[config.mk]
export PLATFORM = sky130hd
export DESIGN_NAME = status_flags
export DESIGN_NICKNAME = d
export VERILOG_FILES = /design/src/rtl/cpu_pkg.sv /design/src/rtl/sync2.sv /design/src/rtl/status_flags.sv
export SDC_FILE = /design/constraint.sdc
export NUM_CORES = 1
export LEC_CHECK = 0
export CORE_AREA = 2 2 52 54
export CTS_BUF_LIST = sky130_fd_sc_hd__clkbuf_4
export CTS_CLUSTER_SIZE = 20
export DETAILED_ROUTE_END_ITERATION = 16
export DIE_AREA = 0 0 54 56
export PLACE_DENSITY = 0.74
export SLEW_MARGIN = 20
export SYNTH_ARGS = -nofsm -noshare
export SYNTH_HDL_FRONTEND = slang
export SYNTH_SLANG_ARGS = --single-unit
[constraint.sdc]
create_clock -name clk -period 1.4 [get_ports clk]
set_clock_uncertainty 0.2 [all_clocks]
set_input_delay 0.21 -clock clk [delete_from_list [all_inputs] [get_ports clk]]
set_output_delay 0.21 -clock clk [all_outputs]
set_load 0.01 [all_outputs]
[src/rtl/cpu_pkg.sv]
// Shared CPU definitions: processor-status bit positions, flag_op encodings,
// and helpers to convert between the stored flags and the 8-bit P image.
package cpu_pkg;

  localparam int P_C = 0;
  localparam int P_Z = 1;
  localparam int P_I = 2;
  localparam int P_D = 3;
  localparam int P_B = 4;
  localparam int P_U = 5;
  localparam int P_V = 6;
  localparam int P_N = 7;

  typedef enum logic [2:0] {
    FOP_NONE = 3'b000,
    FOP_CLC  = 3'b001,
    FOP_SEC  = 3'b010,
    FOP_CLI  = 3'b011,
    FOP_SEI  = 3'b100,
    FOP_CLD  = 3'b101,
    FOP_SED  = 3'b110,
    FOP_CLV  = 3'b111
  } flag_op_e;

  typedef struct packed {
    logic n;
    logic v;
    logic d;
    logic i;
    logic z;
    logic c;
  } flags_t;

  localparam flags_t FLAGS_RESET = '{n: 1'b0, v: 1'b0, d: 1'b0, i: 1'b1, z: 1'b0, c: 1'b0};

  // B and the unused bit only exist in the pushed image, never in storage.
  function automatic flags_t unpack_p(input logic [7:0] p);
    flags_t f;
    f.n = p[P_N];
    f.v = p[P_V];
    f.d = p[P_D];
    f.i = p[P_I];
    f.z = p[P_Z];
    f.c = p[P_C];
    return f;
  endfunction

  function automatic logic [7:0] pack_p(input flags_t f, input logic brk);
    logic [7:0] p;
    p      = '0;
    p[P_N] = f.n;
    p[P_V] = f.v;
    p[P_U] = 1'b1;
    p[P_B] = brk;
    p[P_D] = f.d;
    p[P_I] = f.i;
    p[P_Z] = f.z;
    p[P_C] = f.c;
    return p;
  endfunction

endpackage

[src/rtl/sync2.sv]
// Two-flop synchronizer for an active-low asynchronous pin; resets to the
// idle (high) level.
module sync2 (
  input  logic clk,
  input  logic reset_n,
  input  logic d,
  output logic q
);

  logic meta;

  // NOTE: sequential state uses non-blocking assignments so every flop samples
  // the pre-edge value of its neighbour; blocking here would collapse the chain.
  always_ff @(posedge clk or negedge reset_n) begin
    if (!reset_n) begin
      meta <= 1'b1;
      q    <= 1'b1;
    end else begin
      meta <= d;
      q    <= meta;
    end
  end

endmodule

[src/rtl/status_flags.sv]
// Processor status register: C/Z/I/D/V/N storage, SO/IRQ/NMI pin handling
// and the interrupt requests seen by the sequencer.
module status_flags
  import cpu_pkg::*;
(
  input  logic       clk,
  input  logic       reset_n,
  input  logic       RDY,
  input  logic       CO,
  input  logic       V,
  input  logic       Z,
  input  logic       N,
  input  logic       upd_c,
  input  logic       upd_z,
  input  logic       upd_n,
  input  logic       upd_v,
  input  logic       bit_op,
  input  logic       load_p,
  input  logic [7:0] din,
  input  logic [2:0] flag_op,
  input  logic       sync,
  input  logic       brk,
  input  logic       so_n,
  input  logic       irq_n,
  input  logic       nmi_n,
  input  logic       nmi_ack,
  output logic [7:0] p_out,
  output logic       C_out,
  output logic       D_out,
  output logic       irq_take,
  output logic       nmi_take
);

  flags_t   f_q, f_d;
  flag_op_e fop;
  logic     i_eff_q;
  logic     so_sync, irq_sync, nmi_sync;
  logic     so_prev_q, nmi_prev_q;
  logic     so_pend_q, nmi_pend_q;
  logic     so_edge, nmi_edge, so_hit;
  logic [2:0] settle_q;
  logic     armed;

  sync2 u_sync_so  (.clk(clk), .reset_n(reset_n), .d(so_n),  .q(so_sync));
  sync2 u_sync_irq (.clk(clk), .reset_n(reset_n), .d(irq_n), .q(irq_sync));
  sync2 u_sync_nmi (.clk(clk), .reset_n(reset_n), .d(nmi_n), .q(nmi_sync));

  // The synchronizers reset high, so a pin held low through reset would look
  // like a falling edge; edges count only once prev holds a real pin sample.
  assign armed    = settle_q[2];
  assign so_edge  = armed & so_prev_q & ~so_sync;
  assign nmi_edge = armed & nmi_prev_q & ~nmi_sync;
  assign so_hit   = so_edge | so_pend_q;

  // Later assignments win: ALU/BIT < SO edge < flag_op < load_p.
  // NOTE: f_d starts as a copy of f_q so every path assigns it and no latch forms.
  always_comb begin
    f_d = f_q;
    fop = flag_op_e'(flag_op);
    if (bit_op) begin
      f_d.n = din[P_N];
      f_d.v = din[P_V];
    end else begin
      if (upd_n) f_d.n = N;
      if (upd_v) f_d.v = V;
    end
    if (upd_c) f_d.c = CO;
    if (upd_z) f_d.z = Z;
    if (so_hit) f_d.v = 1'b1;
    case (fop)
      FOP_CLC: f_d.c = 1'b0;
      FOP_SEC: f_d.c = 1'b1;
      FOP_CLI: f_d.i = 1'b0;
      FOP_SEI: f_d.i = 1'b1;
      FOP_CLD: f_d.d = 1'b0;
      FOP_SED: f_d.d = 1'b1;
      FOP_CLV: f_d.v = 1'b0;
      default: ;
    endcase
    if (load_p) f_d = unpack_p(din);
  end

  always_ff @(posedge clk or negedge reset_n) begin
    if (!reset_n) begin
      f_q        <= FLAGS_RESET;
      i_eff_q    <= 1'b1;
      so_prev_q  <= 1'b1;
      nmi_prev_q <= 1'b1;
      so_pend_q  <= 1'b0;
      nmi_pend_q <= 1'b0;
      settle_q   <= '0;
    end else begin
      settle_q   <= {settle_q[1:0], 1'b1};
      so_prev_q  <= so_sync;
      nmi_prev_q <= nmi_sync;
      if (nmi_edge)     nmi_pend_q <= 1'b1;
      else if (nmi_ack) nmi_pend_q <= 1'b0;
      if (RDY) begin
        f_q       <= f_d;
        so_pend_q <= 1'b0;
        if (sync) i_eff_q <= f_q.i;
      end else begin
        so_pend_q <= so_hit;
      end
    end
  end

  assign p_out    = pack_p(f_q, brk);
  assign C_out    = f_q.c;
  assign D_out    = f_q.d;
  assign irq_take = ~irq_sync & ~i_eff_q;
  assign nmi_take = nmi_pend_q;

endmodule

==> flow_metrics.env, run 1 <==
export IMPL_status="finished, violations left"
export IMPL_failed_checks="setup timing"
export IMPL_grt_pass1_wl_mm=3.09
export IMPL_ant_nets=0
export IMPL_timing_rr_start="u_sync_so.q$_DFF_PN1_"
export IMPL_synth_cells=78
export IMPL_die_h_microns=56
export IMPL_drt_iter0_drc=5
export IMPL_die_area_sq_um=3020
export IMPL_fin_crit_ns=1.46
export IMPL_num_rows=18
export IMPL_postSynthAreaPerCell_sq_um=11.0
export IMPL_cts_buffer_depth=2
export IMPL_yosys_top_cells_count="dfrtp_1, dfstp_2, nand2_1, o21ai_0"
export IMPL_worstPathMaxFanout=2
export IMPL_cts_num_sinks=20
export IMPL_cap_violations=0
export IMPL_globalplace_congestion=0.688
export IMPL_synth_top_area_share_pct=30.5
export IMPL_p_leak_nw=0.620
export IMPL_synth_edf_count=0
export IMPL_placed_cells=152
export IMPL_drc=0
export IMPL_synth_flop_cell="dfstp_2"
export IMPL_yosys_warnings=0
export IMPL_cts_root_buf="clkbuf_4"
export IMPL_htreeDepth=1
export IMPL_rsz0062_at_grt="yes"
export IMPL_cp_arrival_ns=1.46
export IMPL_portBuffers=36
export IMPL_yosysTopAreaCell="dfstp_2"
export IMPL_ys_seq_area_share_pct=59.6
export IMPL_routed_wl_mm=2.03
export IMPL_hold_viol_final=0
export IMPL_fin_cells=162
export IMPL_r2r_slack_ns=-0.06
export IMPL_diodes=0
export IMPL_clk_latency_ns=0.30
export IMPL_powerDensity_nw_per_um2=1050
export IMPL_dpl_hpwl_mm=1.53
export IMPL_synth_area_leaders="dfstp_2, dfrtp_1, buf_4"
export IMPL_start_kind="flip-flop"
export IMPL_maxSlewViolCount=0
export IMPL_grt_pass1_vias=728
export IMPL_finalSetupViolations=2
export IMPL_reg2reg_to="p_out[6]$_DFFE_PN0P_"
export IMPL_post_route_cell_area_sq_um=1410
export IMPL_critPathKind="reg -> reg"
export IMPL_place_area_sq_um=1320
export IMPL_overflow=0
export IMPL_synthToLayoutAreaGrowth_pct=63.7
export IMPL_antenna_found_initial=0
export IMPL_timing_final_crit_share_pct=104
export IMPL_numCtsBuffers=3
export IMPL_grt_start_max_net_pins=21
export IMPL_fp_dieW_microns=54
export IMPL_fmax_ghz=0.685
export IMPL_hp_class="in -> async"
export IMPL_final_nets=163
export IMPL_clkTransAtPathRegs_ns=0.12
export IMPL_end_kind="flip-flop"
export IMPL_dp_slack_ns=-0.552
export IMPL_wl_per_cell_microns=12.5
export IMPL_initial_core_util_pct=35.4
export IMPL_worstPathRequired_ns=1.40
export IMPL_synth_ff_latch_count=20
export IMPL_drt_pass1_iter_count=4
export IMPL_vias_per_cell=4.70
export IMPL_fin_tns_setup_ns=-0.0850
export IMPL_core_area_sq_um=2430
export IMPL_synth_area_sq_um=861
export IMPL_ys_types=28
export IMPL_setup_ws_ns=-0.0592
export IMPL_gr_usage_all_layers_pct=14.0
export IMPL_ioPinCount=42
export IMPL_cts_tree="yes"
export IMPL_ys_async_sr_fraction_pct=100
export IMPL_peakVddDrop_v=0.000784
export IMPL_num_vias=761
export IMPL_r2r_cells=4
export IMPL_drive_above_1_share_pct=34.8
==> cell type report <==
cell class                      count  area (sq um)
Clock buffer                        3          22.5
Clock inverter                      1          30.0
Fill cell                         239          1020
Inverter                            4          15.0
Multi-Input combinational cell     48           303
Sequential cell                    20           513
Tap cell                           30          37.5
Timing Repair Buffer               56           488
==> how the worst max path moves through the flow <==
stage,start,end
final,u_sync_so.q$_DFF_PN1_,p_out[6]$_DFFE_PN0P_
after global routing,u_sync_so.q$_DFF_PN1_,p_out[6]$_DFFE_PN0P_
after CTS,u_sync_so.q$_DFF_PN1_,p_out[6]$_DFFE_PN0P_
after detailed placement,bit_op,p_out[6]$_DFFE_PN0P_
after global placement,bit_op,p_out[6]$_DFFE_PN0P_
after floorplan,u_sync_so.q$_DFF_PN1_,p_out[6]$_DFFE_PN0P_
==> routing by layer <==
metal / global-route usage (%) / up-vias / routed length [microns]
met1: 15.4 / 355 / 813
met2: 24.9 / 24 / 1060
met5: 0 / - / 0
met4: 2.14 / 0 / 0
met3: 5.65 / 0 / 158
li1: - / 382 / -
==> logic make-up (layout without fill, tap and decap cells) <==
kind of cell           after synthesis  count (layout)  share of synthesized area, %
flip-flops                          20              20                          59.6
AND/OR/NAND/NOR                     17              17                          9.01
AO/OA/AOI/OAI                       25              25                          18.9
multiplexers                         3               3                          3.92
other                                1               2                         0.436
buffers and inverters               11              64                          7.12
XOR/XNOR                             1               1                          1.02
==> power by group <==
group | leakage, nW | switching, mW | total [mW] | internal, mW
clock network | 0.0279 | 0.178 | 0.467 | 0.289
registers | 0.224 | 0.0302 | 0.678 | 0.647
logic | 0.368 | 0.134 | 0.339 | 0.205
total | 0.620 | 0.342 | 1.48 | 1.14
==> worst max-delay path: stages (launching register included) <==
cell	delay [ns]
dfstp_2	0.55
inv_2	0.04
a311oi_2	0.22
o31ai_1	0.09
mux2_2	0.26
==> repair_timing <==
action / in CTS / in global routing
hold buffers: 0 / 0
resized for setup: 27 / 9
setup buffers: 4 / 2
endpoints found under the setup margin: 11 / 11
pin swaps: 2 / 1
==> sequential cells by signal (all words and copies together) (netlist names) <==
| name | count |
|---|---|
| D_out | 1 |
| C_out | 1 |
| u_sync_so.q | 1 |
| u_sync_nmi.meta | 1 |
| nmi_prev_q | 1 |
| settle_q | 3 |
| u_sync_so.meta | 1 |
| p_out | 4 |
| i_eff_q | 1 |
| u_sync_nmi.q | 1 |
| so_pend_q | 1 |
| u_sync_irq.q | 1 |
| so_prev_q | 1 |
| u_sync_irq.meta | 1 |
| nmi_take | 1 |
==> cell usage in the layout, fill, tap and decap left out, types with 2 or more instances in the layout <==
| master | synthesis | layout |
|---|---|---|
| and3_1 | 2 | 2 |
| mux2_2 | 2 | 2 |
| o22ai_1 | 3 | 3 |
| conb_1 | 1 | 2 |
| inv_2 | 0 | 2 |
| dlygate4sd2_1 | 0 | 3 |
| inv_1 | 4 | 2 |
| o31ai_1 | 4 | 4 |
| clkbuf_2 | 0 | 3 |
| o21ai_0 | 6 | 5 |
| clkdlybuf4s15_1 | 0 | 5 |
| nor2_1 | 5 | 4 |
| dfstp_2 | 10 | 10 |
| clkbuf_4 | 0 | 3 |
| clkdlybuf4s50_1 | 0 | 23 |
| dfrtp_1 | 10 | 10 |
| buf_4 | 5 | 20 |
| a21oi_1 | 4 | 4 |
| nand2_1 | 7 | 7 |
==> stage by stage <==
step / power, mW / hold WS (ns) / utilization [%]
after global routing: 1.56 / 0.0311 / 57.9
final: 1.48 / 0.0292 / 57.9
after CTS: 1.49 / 0.0274 / 57.5
after detailed placement: 1.02 / 0.147 / 54.3
after global placement: 1.01 / 0.133 / 54.3
after floorplan: 0.809 / -0.286 / -
No activity file was read; power rests on OpenSTA's default activity.
==> run 2: changes to the inputs <==
Settings changed: CORE_AREA 2 2 52 54 to 2 2 49 51, DIE_AREA 0 0 54 56 to 0 0 51 53, PLACE_DENSITY 0.74 to 0.79.
Clock period 1.4 ns to 1.5 ns, I/O delays scaled along.
==> run 2 against run 1 <==
  * The run now ends clean
  * Register-to-register slack improved by 0.07 ns
  * Sequential share of layout area increased by 0.86 points
  * Highest routed layer is now met4
  * Sequential cell count is the same
==> flow_metrics.env, run 2 (synthesis gave the netlist of run 1 again) <==
export IMPL_maxSlewViolCount=0
export IMPL_num_rows=17
export IMPL_drive_above_1_share_pct=29.4
export IMPL_r2r_cells=3
export IMPL_peakVddDrop_v=0.000714
export IMPL_cp_arrival_ns=1.49
export IMPL_cap_violations=0
export IMPL_initial_core_util_pct=40.1
export IMPL_critPathKind="reg -> reg"
export IMPL_drt_iter0_drc=8
export IMPL_worstPathMaxFanout=2
export IMPL_wl_per_cell_microns=12.6
export IMPL_cts_buffer_depth=2
export IMPL_hp_class="in -> async"
export IMPL_p_total_mw=1.36
export IMPL_reg2reg_to="p_out[6]$_DFFE_PN0P_"
export IMPL_antenna_found_initial=0
export IMPL_cts_num_sinks=20
export IMPL_final_common_cell="clkdlybuf4s50_1"
export IMPL_dpl_hpwl_mm=1.56
export IMPL_rsz0062_at_grt="yes"
export IMPL_powerDensity_nw_per_um2=989
export IMPL_drt_pass1_iter_count=4
export IMPL_portBuffers=36
export IMPL_hold_viol_final=0
export IMPL_fin_tns_setup_ns=0
export IMPL_timing_final_crit_share_pct=99.3
export IMPL_overflow=0
export IMPL_diodes=0
export IMPL_routed_wl_mm=1.94
export IMPL_htreeDepth=1
export IMPL_ant_nets=0
export IMPL_core_area_sq_um=2150
export IMPL_multiInputGateArea_sq_um=317
export IMPL_clkTransAtPathRegs_ns=0.11
export IMPL_mostFrequentLayoutCells="clkdlybuf4s50_1, buf_4, dfrtp_1, dfstp_2, dlygate4sd2_1"
export IMPL_die_h_microns=53
export IMPL_start_kind="flip-flop"
export IMPL_vias_per_cell=4.81
export IMPL_grt_start_max_net_pins=21
export IMPL_end_kind="flip-flop"
export IMPL_num_vias=741
export IMPL_fin_crit_ns=1.49
export IMPL_worstPathRequired_ns=1.50
export IMPL_drc=0
export IMPL_status="completed"
export IMPL_ioPinCount=42
export IMPL_p_leak_nw=0.600
export IMPL_clk_latency_ns=0.30
export IMPL_seq_area_sq_um=513
export IMPL_cts_root_buf="clkbuf_4"
export IMPL_fmax_ghz=0.671
export IMPL_placed_cells=148
export IMPL_grt_pass1_vias=766
export IMPL_nFillCells=179
export IMPL_numCtsBuffers=3
export IMPL_synthToLayoutAreaGrowth_pct=59.9
export IMPL_fin_cells=154
export IMPL_die_area_sq_um=2700
export IMPL_finalSetupViolations=0
export IMPL_globalplace_congestion=0.817
export IMPL_gr_usage_all_layers_pct=16.1
export IMPL_grt_pass1_wl_mm=3.17
export IMPL_cts_tree="yes"
export IMPL_r2r_slack_ns=0.01
export IMPL_timing_rr_start="so_prev_q$_DFF_PN1_"
export IMPL_fp_dieW_microns=51
export IMPL_final_nets=157
export IMPL_largest_reg_flops=4
-- run 2: changes by cell type in the layout (fill, tap and decap cells not counted), sizes merged --
cell and change:
buf -6, clkbuf -3, clkdlybuf4s50 +2, dlygate4sd2 +6
clkdlybuf4s15 -5
-- run 2: how the worst max path moves through the flow --
stage	endpoint	slack, ns	startpoint	cells after the start
detailed placement	p_out[6]$_DFFE_PN0P_	-0.50	bit_op	5
CTS	p_out[6]$_DFFE_PN0P_	0.0007	u_sync_so.q$_DFF_PN1_	4
global placement	p_out[6]$_DFFE_PN0P_	-0.40	bit_op	5
global route	p_out[6]$_DFFE_PN0P_	-0.06	u_sync_so.q$_DFF_PN1_	4
floorplan	p_out[6]$_DFFE_PN0P_	0.04	u_sync_so.q$_DFF_PN1_	4
finish	p_out[6]$_DFFE_PN0P_	0.01	so_prev_q$_DFF_PN1_	3
-- run 2: through the flow --
step	setup slack, ns	instance area (sq um)	hold WS [ns]	util (%)
floorplan	0.0432	865	-0.271	-
global placement	-0.401	1300	0.132	60.7
detailed placement	-0.501	1300	0.139	60.7
CTS	0.000724	1370	0.0339	63.8
global route	-0.0560	1380	0.0592	64.1
finish	0.0102	1380	0.0395	64.1
-- run 2: critical path, stage by stage (launching register included) --
cell and delay, ns:
dfstp_2 0.57, a31oi_2 0.10, a21boi_1 0.20, mux2_4 0.32
-- run 2: power by group --
part           internal (mW)  switching (mW)
Sequential             0.604          0.0274
Combinational          0.176           0.119
Clock                  0.270           0.165
Total                   1.05           0.312
-- run 2: cell type report --
| type | count | area share, % |
|---|---|---|
| Timing Repair Buffer | 50 | 32.3 |
| Clock buffer | 3 | 1.64 |
| Inverter | 4 | 1.09 |
| Sequential cell | 20 | 37.3 |
| Tap cell | 28 | 2.55 |
| Clock inverter | 1 | 2.18 |
| Multi-Input combinational cell | 48 | 23.0 |
-- run 2: routing by layer --
| layer | up-vias | track usage [%] | part of all wire [%] |
|---|---|---|---|
| li1 | 373 | - | - |
| met5 | - | 0 | 0 |
| met1 | 347 | 19.6 | 41 |
| met2 | 19 | 27.5 | 54 |
| met4 | 0 | 5.41 | 0.72 |
| met3 | 2 | 4.24 | 4.9 |
-- run 2: repair_timing --
| item | 4_1_cts | 5_1_grt |
|---|---|---|
| endpoints found under the setup margin | 11 | 2 |
| hold buffers | 0 | 0 |
| endpoints found under the hold margin | 0 | 0 |
| gates resized for setup | 22 | 3 |
| setup buffers | 2 | 0 |
| pin swaps | 4 | 1 |
==> run 3: changes to the inputs <==
Settings changed: ABC_AREA set to 1, CORE_AREA 2 2 49 51 to 2 2 53 55, DIE_AREA 0 0 51 53 to 0 0 55 57, PLACE_DENSITY 0.79 to not set, PLACE_DENSITY_LB_ADDON set to 0.1.
Clock period 1.5 ns to 1.3 ns, I/O delays scaled along.
==> run 3 against run 2 <==
  * Combinational power is 16% higher
  * Sequential power rose by 14%
  * Cell count up 20%
  * First-iteration DRC count up 13%
  * Sequential share of layout area decreased by 1.3 points
  * Critical path type is now reg -> out
  * Clock-buffer cell count unchanged
  * Setup slack lost 0.12 ns
  * Hold slack got worse by 0.020 ns
  * The flow now finishes with violations (setup timing)
  * Global-route usage down 1.7 points
==> flow_metrics.env, run 3 <==
export IMPL_ys_seq_area_share_pct=55.3
export IMPL_wl_per_cell_microns=10.6
export IMPL_cts_buffer_depth=2
export IMPL_numCtsBuffers=3
export IMPL_fp_dieW_microns=55
export IMPL_synthToLayoutAreaGrowth_pct=54.0
export IMPL_die_area_sq_um=3140
export IMPL_mostFrequentLayoutCells="nand2_1, clkdlybuf4s50_1, inv_1"
export IMPL_synth_cells=106
export IMPL_drt_iter0_drc=9
export IMPL_fin_cells=185
export IMPL_end_kind="primary output"
export IMPL_grt_start_max_net_pins=21
export IMPL_yosys_warnings=0
export IMPL_num_vias=823
export IMPL_globalplace_congestion=0.721
export IMPL_routed_wl_mm=1.97
export IMPL_largest_reg_flops=4
export IMPL_num_rows=19
export IMPL_final_util_pct=54.6
export IMPL_peakVddDrop_v=0.000865
export IMPL_synth_area_leaders="dfstp_2, dfrtp_1, nand2_1"
export IMPL_cts_root_buf="clkbuf_4"
export IMPL_hold_viol_final=0
export IMPL_final_common_cell="nand2_1"
export IMPL_p_leak_nw=0.709
export IMPL_cts_tree="yes"
export IMPL_diodes=0
export IMPL_cts_num_sinks=20
export IMPL_grt_pass1_wl_mm=3.31
export IMPL_critPathKind="reg -> out"
export IMPL_maxSlewViolCount=0
export IMPL_synth_top_area_share_pct=28.3
export IMPL_grt_pass1_vias=794
export IMPL_seq_area_sq_um=513
export IMPL_multiInputGateArea_sq_um=322
export IMPL_portBuffers=36
export IMPL_dpl_hpwl_mm=1.51
export IMPL_cap_violations=0
export IMPL_ys_types=23
export IMPL_ioPinCount=42
export IMPL_vias_per_cell=4.45
export IMPL_status="finished, violations left"
export IMPL_synth_flop_cell="dfstp_2"
export IMPL_drt_pass1_iter_count=4
export IMPL_placed_cells=179
export IMPL_drc=0
export IMPL_postSynthAreaPerCell_sq_um=8.75
export IMPL_failed_checks="setup timing"
export IMPL_clkTransAtPathRegs_ns=0.11
export IMPL_synth_edf_count=0
export IMPL_ant_nets=0
export IMPL_antenna_found_initial=0
export IMPL_fin_crit_ns=1.41
export IMPL_final_nets=185
export IMPL_drive_above_1_share_pct=30.5
export IMPL_rsz0062_at_grt="yes"
export IMPL_timing_final_crit_share_pct=108
export IMPL_htreeDepth=1
export IMPL_worstPathMaxFanout=2
export IMPL_synth_area_sq_um=927
export IMPL_setup_ws_ns=-0.108
export IMPL_powerDensity_nw_per_um2=1090
export IMPL_core_area_sq_um=2620
export IMPL_overflow=0
export IMPL_clk_latency_ns=0.29
export IMPL_ys_async_sr_fraction_pct=100
export IMPL_cp_arrival_ns=1.01
export IMPL_yosys_top_cells_count="nand2_1, inv_1, dfrtp_1, dfstp_2, nor2_1"
export IMPL_synth_ff_latch_count=20
export IMPL_yosysTopAreaCell="dfstp_2"
export IMPL_start_kind="flip-flop"
export IMPL_initial_core_util_pct=35.5
export IMPL_worstPathRequired_ns=0.90
export IMPL_die_h_microns=57
export IMPL_finalSetupViolations=3
export IMPL_synth_most_common_cell="nand2_1"
export IMPL_fmax_ghz=0.710
export IMPL_hp_class="in -> async"
export IMPL_gr_usage_all_layers_pct=14.3
export IMPL_nFillCells=269
run 3: changes by cell type in the layout (fill, tap and decap cells not counted), sizes merged, moves of 4 or more:
| cell | change |
|---|---|
| buf | +6 |
| dlygate4sd2 | -9 |
| nand3 | +8 |
| inv | +11 |
| nand2 | +18 |
| o31ai | -4 |
| nor2 | +8 |
run 3: cell type report:
type,count,share of cell area (%)
inverter,17,4.56
clock inverter,1,2.10
clock buffer,3,1.58
tap,31,2.72
multi-input combinational,65,22.5
sequential,20,35.9
timing repair buffer,48,30.6
run 3: metal layers:
layer | GRT usage, % | wire length, microns | vias to the layer above
met2 | 22.6 | 965 | 21
met3 | 3.40 | 130 | 2
met5 | 0 | 0 | -
li1 | - | - | 425
met4 | 6.27 | 21 | 0
met1 | 18.4 | 853 | 375
run 3: logic make-up (layout without fill, tap and decap cells):
group / Yosys count / count (layout) / synth area share, %
AOI/OAI and AO/OA: 16 / 16 / 9.85
buffers and inverters: 22 / 69 / 11.5
DFF: 20 / 20 / 55.3
other: 1 / 2 / 0.404
and+or+nand+nor: 47 / 47 / 22.9
run 3: repair_timing:
action                                  in CTS  in global routing
resized for setup                           44                  5
hold buffers                                 0                  0
cloned                                       0                  0
pin swaps                                    1                  1
buffers inserted                             2                  0
endpoints found under the setup margin      11                  7
run 3: final timing paths:
kind                                            start                         to  slack (ns)  cells past startpoint
worst max-delay path              i_eff_q$_DFFE_PN1P_                   irq_take       -0.11                      2
worst min-delay path                          reset_n      settle_q[0]$_DFF_PN0_        0.02                      2
worst max register to register  u_sync_so.q$_DFF_PN1_       p_out[6]$_DFFE_PN0P_        0.06                      7
worst min register to register  settle_q[1]$_DFF_PN0_      settle_q[2]$_DFF_PN0_        0.16                      0
max in group asynchronous                     reset_n       p_out[2]$_DFFE_PN1P_        0.67                      2
min in group clk                                irq_n  u_sync_irq.meta$_DFF_PN1_        0.09                      1
run 3: worst max-delay path, stage by stage (launching register included):
cell     delay [ns]
dfstp_2        0.55
nor2_1         0.04
buf_2          0.13
run 3: report_power, final:
part / switching, mW / leakage, nW / internal [mW]
logic: 0.150 / 0.455 / 0.192
registers: 0.0267 / 0.226 / 0.692
clock network: 0.188 / 0.0279 / 0.311
run 3: through the flow:
| stage | setup slack (ns) | power (mW) | cell area, sq um | hold slack [ns] | TNS (ns) |
|---|---|---|---|---|---|
| 5_1_grt | -0.160 | 1.66 | 1430 | 0.00550 | -0.339 |
| 3_5_place_dp | -0.309 | 1.09 | 1380 | 0.135 | -1.90 |
| 2_1_floorplan | 0.0745 | 0.868 | 931 | -0.301 | 0 |
| 6_report | -0.108 | 1.56 | 1430 | 0.0197 | -0.179 |
| 4_1_cts | -0.125 | 1.59 | 1420 | 0.0128 | -0.228 |
| 3_3_place_gp | -0.292 | 1.08 | 1380 | 0.132 | -1.81 |
